### src/rtl/cond_branch_unit.sv
// ---------------------------------------------------------------------------
// cond_branch_unit
//
// Resolves conditional branches against the comparator flags {N,Z,C,V}.
// A branch request is accepted in IDLE. If the flags are valid (the stored
// flags are fresh, or new flags arrive in the same cycle), the condition is
// evaluated at once and the result is held in HOLD. Otherwise the request
// is parked in WAIT_FLAGS until the next flag update arrives. The result is
// held in HOLD until the consumer takes it.
//
// Ports
//   clk         in   1  rising-edge clock
//   rst_n       in   1  asynchronous active-low reset
//   cmp_issue   in   1  a compare was issued; the stored flags become stale
//   flag_valid  in   1  flag carries a new comparator result this cycle
//   flag        in   4  comparator flags {N,Z,C,V}
//   br_valid    in   1  branch request present
//   br_cond     in   4  condition code
//   br_target   in  32  branch target address
//   br_ready    out  1  request accepted when high together with br_valid
//   out_valid   out  1  resolution result available
//   out_taken   out  1  condition evaluated true
//   out_target  out 32  target of the resolved request
//   out_ready   in   1  consumer accepts the result
// ---------------------------------------------------------------------------
module cond_branch_unit (
  input  logic        clk,
  input  logic        rst_n,
  input  logic        cmp_issue,
  input  logic        flag_valid,
  input  logic [3:0]  flag,
  input  logic        br_valid,
  input  logic [3:0]  br_cond,
  input  logic [31:0] br_target,
  output logic        br_ready,
  output logic        out_valid,
  output logic        out_taken,
  output logic [31:0] out_target,
  input  logic        out_ready
);

  typedef enum logic [1:0] {
    S_IDLE       = 2'd0,
    S_WAIT_FLAGS = 2'd1,
    S_HOLD       = 2'd2
  } state_t;

  state_t      r_state;
  state_t      w_state_nxt;

  logic [3:0]  r_fr;
  logic        r_fresh;
  logic [3:0]  r_cond;
  logic [31:0] r_target;
  logic        r_taken;
  logic [31:0] r_out_target;

  logic        w_load_result;
  logic        w_latch_req;
  logic [3:0]  w_eval_code;
  logic [3:0]  w_eval_flags;
  logic [31:0] w_result_target;
  logic        w_eval_taken;

  // Condition-code evaluation; flags are ordered {N,Z,C,V}.
  function automatic logic eval_cond(input logic [3:0] code, input logic [3:0] f);
    logic n, z, c, v;
    logic res;
    n = f[3];
    z = f[2];
    c = f[1];
    v = f[0];
    case (code)
      4'h0:    res = z;
      4'h1:    res = !z;
      4'h2:    res = c;
      4'h3:    res = !c;
      4'h4:    res = n;
      4'h5:    res = !n;
      4'h6:    res = v;
      4'h7:    res = !v;
      4'h8:    res = c && !z;
      4'h9:    res = !c || z;
      4'hA:    res = (n == v);
      4'hB:    res = (n != v);
      4'hC:    res = !z && (n == v);
      4'hD:    res = z || (n != v);
      4'hE:    res = 1'b1;
      default: res = 1'b0;
    endcase
    return res;
  endfunction

  // ---- Next-state / evaluation select ----
  always_comb begin
    w_state_nxt     = r_state;
    w_load_result   = 1'b0;
    w_latch_req     = 1'b0;
    w_eval_code     = br_cond;
    w_eval_flags    = r_fr;
    w_result_target = br_target;
    case (r_state)
      S_IDLE: begin
        if (br_valid) begin
          if (r_fresh || flag_valid) begin
            // Same-cycle flags take priority over the stored copy.
            w_eval_flags  = flag_valid ? flag : r_fr;
            w_load_result = 1'b1;
            w_state_nxt   = S_HOLD;
          end else begin
            w_latch_req = 1'b1;
            w_state_nxt = S_WAIT_FLAGS;
          end
        end
      end
      S_WAIT_FLAGS: begin
        w_eval_code     = r_cond;
        w_eval_flags    = flag;
        w_result_target = r_target;
        if (flag_valid) begin
          w_load_result = 1'b1;
          w_state_nxt   = S_HOLD;
        end
      end
      S_HOLD: begin
        if (out_ready) begin
          w_state_nxt = S_IDLE;
        end
      end
      default: begin
        w_state_nxt = S_IDLE;
      end
    endcase
  end

  assign w_eval_taken = eval_cond(w_eval_code, w_eval_flags);

  // ---- State, flag register and result registers ----
  always_ff @(posedge clk or negedge rst_n) begin
    if (!rst_n) begin
      r_state      <= S_IDLE;
      r_fr         <= 4'b0000;
      r_fresh      <= 1'b0;
      r_taken      <= 1'b0;
      r_out_target <= 32'h0;
    end else begin
      r_state <= w_state_nxt;
      // A flag update wins over a simultaneous compare issue.
      if (flag_valid) begin
        r_fr    <= flag;
        r_fresh <= 1'b1;
      end else if (cmp_issue) begin
        r_fresh <= 1'b0;
      end
      if (w_load_result) begin
        r_taken      <= w_eval_taken;
        r_out_target <= w_result_target;
      end
    end
  end

  // Parked request; only meaningful while in WAIT_FLAGS, so no reset needed.
  always_ff @(posedge clk) begin
    if (w_latch_req) begin
      r_cond   <= br_cond;
      r_target <= br_target;
    end
  end

  // ---- Outputs ----
  assign br_ready   = (r_state == S_IDLE);
  assign out_valid  = (r_state == S_HOLD);
  assign out_taken  = r_taken;
  assign out_target = r_out_target;

endmodule
### config.mk
export PLATFORM = sky130hd
export DESIGN_NAME = cond_branch_unit
export DESIGN_NICKNAME = d
export VERILOG_FILES = /design/src/rtl/cond_branch_unit.sv
export SDC_FILE = /design/constraint.sdc
export NUM_CORES = 1
export LEC_CHECK = 0
export BUFFER_PORTS_ARGS = -buffer_cell sky130_fd_sc_hd__buf_2
export CAP_MARGIN = 20
export CORE_MARGIN = 3
export CORE_UTILIZATION = 50
export CTS_CLUSTER_SIZE = 10
export DETAILED_ROUTE_END_ITERATION = 7
export GPL_TIMING_DRIVEN = 0
export PLACE_DENSITY = 0.84
export SYNTH_ARGS = -nofsm -noshare
export SYNTH_HDL_FRONTEND = slang
export SYNTH_SLANG_ARGS = --single-unit
### constraint.sdc
create_clock -name clk -period 3.6 [get_ports clk]
set_input_delay 0.36 -clock clk [delete_from_list [all_inputs] [get_ports clk]]
set_output_delay 0.36 -clock clk [all_outputs]
set_load 0.01 [all_outputs]
==> out/metrics.yaml <==
die_w_um: 87.2
final_common_cell: "buf_2"
path_clk_slew_ns: 0.08
nFillCells: 519
h-tree-depth: 3
grt_max_degree: 41
n_antenna_cell: 0
relSlewSlack_pct: 37.9
dieArea_um2: 7610
crit_type: "register to register"
ios: 81
dp_hpwl_um: 5150
netlist_instances: 263
drtIter0Drc: 109
seq_area_um2: 2080
setup_ws_ns: 1.65
root_buffer: "clkbuf_8"
crit_family: "simple AND/OR/NAND/NOR gates"
worst_slew_pin_slew_ns: 0.932
core-area_um2: 6170
grt-ovfl-total: 0
min_period_over_period_pct: 54.1
synth_top_area_share_pct: 32.8
num_rows: 28
gp_congestion: 0.922
vias: 2398
viasPerCell: 5.53
hold_path_class: "input pin to asynchronous set/reset pin"
skew_ns: 0.0120
cts.sinks: 76
synth.top_cells.by_area: "edfxtp_1 33%, dfrtp_1 30%, mux2i_1 11%, o21ai_0 4.9%, nand2_1 4.1%"
path_buf_inv: 1
critPathSlowestCell: "and3_2"
rsz0062_at_grt: "no"
pre_cts_ws_ns: 1.62
cpPeakStageDelay_ns: 0.81
wl_per_cell_um: 16.9
path_max_fanout: 37
io_buffers: 80
totalWireLength_um: 7320
multi_input_area_um2: 1130
clk_latency_ns: 0.34
synth_cell_types: 43
finalMaxSlewViolations: 0
grt_pass1_vias: 2438
cp.required_ns: 3.56
yosysSeqAreaShare_pct: 63.1
vdd_ir_drop_max_mv: 0.450
cts_hold_buf: 0
fin_nets: 400
start_util_pct: 53.5
post-cts-setup-buffers: 0
cts_resized: 0
setup_violations: 0
period_needed_ns: 1.95
place_area_um2: 3790
drv_cap: 0
grt_pass1_wl_um: 12200
timing.fmax_mhz: 514
synth_top_cell_by_area: "edfxtp_1"
clockBufferDepth: 2
status: "finished clean"
worstSetupEndpointType: "register"
firstDrtPassIters: 4
fin_setup_tns_ns: 0
drive_gt1_share_pct: 32.6
synth_nets: 309
final_cell_mix: "87 x buf_2, 40 x dfrtp_1, 36 x mux2i_1, 36 x nand2_1, 36 x edfxtp_1"
synth_area_per_cell_um2: 12.5
drcViolationCount: 0
cts_made_buffers: 9
powerDensity_nw_per_um2: 599
syn-cell-area_um2: 3300
fin_area_um2: 4010
ys_ff_latch: 76
yosysWarnings: 0
antenna_found_initial: 0
p_leak_uw: 0.00169
hold_viol: 0
worstSetupStartpointType: "register"
path_cells: "buf_4 > nor2_1 > and3_2"
die_h_um: 87.2
crit_arrival_ns: 1.91
drtAntennaViolNets: 0
cts_tree: "yes"
groute.usage.overall_pct: 21.0
area_delta_synth_final_pct: 21.5
registers in the layout, summed over array words and instances (netlist names):
register	flops
r_cond	4
r_target	32
r_state	2
out_taken	1
r_fr	4
r_fresh	1
out_target	32
cell usage after synthesis, drive strengths merged:
| cell | n |
|---|---|
| a211o | 1 |
| a211oi | 2 |
| a21boi | 2 |
| a21o | 2 |
| a21oi | 3 |
| a221o | 1 |
| a2bb2oi | 1 |
| a31oi | 3 |
| a32oi | 2 |
| and3 | 3 |
| and4b | 1 |
| buf | 10 |
| clkbuf | 4 |
| dfrtp | 40 |
| edfxtp | 36 |
| inv | 4 |
| mux2 | 6 |
| mux2i | 38 |
| nand2 | 36 |
| nand2b | 1 |
| nand3 | 6 |
| nand3b | 1 |
| nor2 | 10 |
| nor2b | 3 |
| nor3 | 1 |
| nor4bb | 1 |
| o2111a | 1 |
| o2111ai | 1 |
| o211ai | 1 |
| o21ai | 36 |
| o21bai | 1 |
| o22a | 1 |
| o31ai | 1 |
| or3 | 1 |
| xnor2 | 2 |
metal layers:
metal | part of all wire, % | up-vias | track usage (%)
met5 | 0 | - | 0
met4 | 0.70 | 0 | 7.95
met3 | 6.9 | 7 | 5.77
met2 | 48 | 90 | 33.0
met1 | 44 | 1155 | 28.1
li1 | - | 1146 | -
power by group:
group | switching [uW] | internal [uW]
Clock | 312 | 392
Sequential | 82.1 | 1060
Combinational | 325 | 228
worst paths after layout:
path                             endpoint      startpoint  cells after the start  slack [ns]
min reg2reg                out_target[18]  out_target[18]                      2        0.48
max reg2reg                  r_target[23]      r_state[1]                      3        1.65
max                          r_target[23]      r_state[1]                      3        1.65
max in group asynchronous  out_target[18]           rst_n                      1        2.86
min                         out_target[4]           rst_n                      1        0.15
min in group clk               r_state[1]       out_ready                      2        0.19
cell type report:
cell class | instances | area share [%]
flip-flops and latches | 76 | 51.9
inverters | 4 | 0.375
repair buffers | 80 | 9.99
well taps | 75 | 2.34
clock inverters | 6 | 2.18
plain buffers | 14 | 1.90
multi-input cells | 169 | 28.1
clock buffers | 10 | 3.18
through the flow:
step / cells / util [%] / power [uW] / hold slack (ns)
after floorplan: 263 / - / 1460 / 0.0644
after global placement: 418 / 61.5 / 1700 / 0.458
after detailed placement: 418 / 61.5 / 1720 / 0.468
after CTS: 434 / 65.0 / 2430 / 0.165
after global routing: 434 / 65.0 / 2540 / 0.180
final: 434 / 65.0 / 2400 / 0.153
logic make-up (layout without fill, tap and decap cells):
family,after synthesis,in the layout,share of synthesized area (%)
AND/OR/NAND/NOR,64,64,8.88
buffers and inverters,18,114,2.77
flip-flops,76,76,63.1
AO/OA/AOI/OAI,59,59,10.9
XOR/XNOR,2,2,0.531
multiplexers,44,44,13.8
Note: power is estimated with default switching activity, not from simulation.
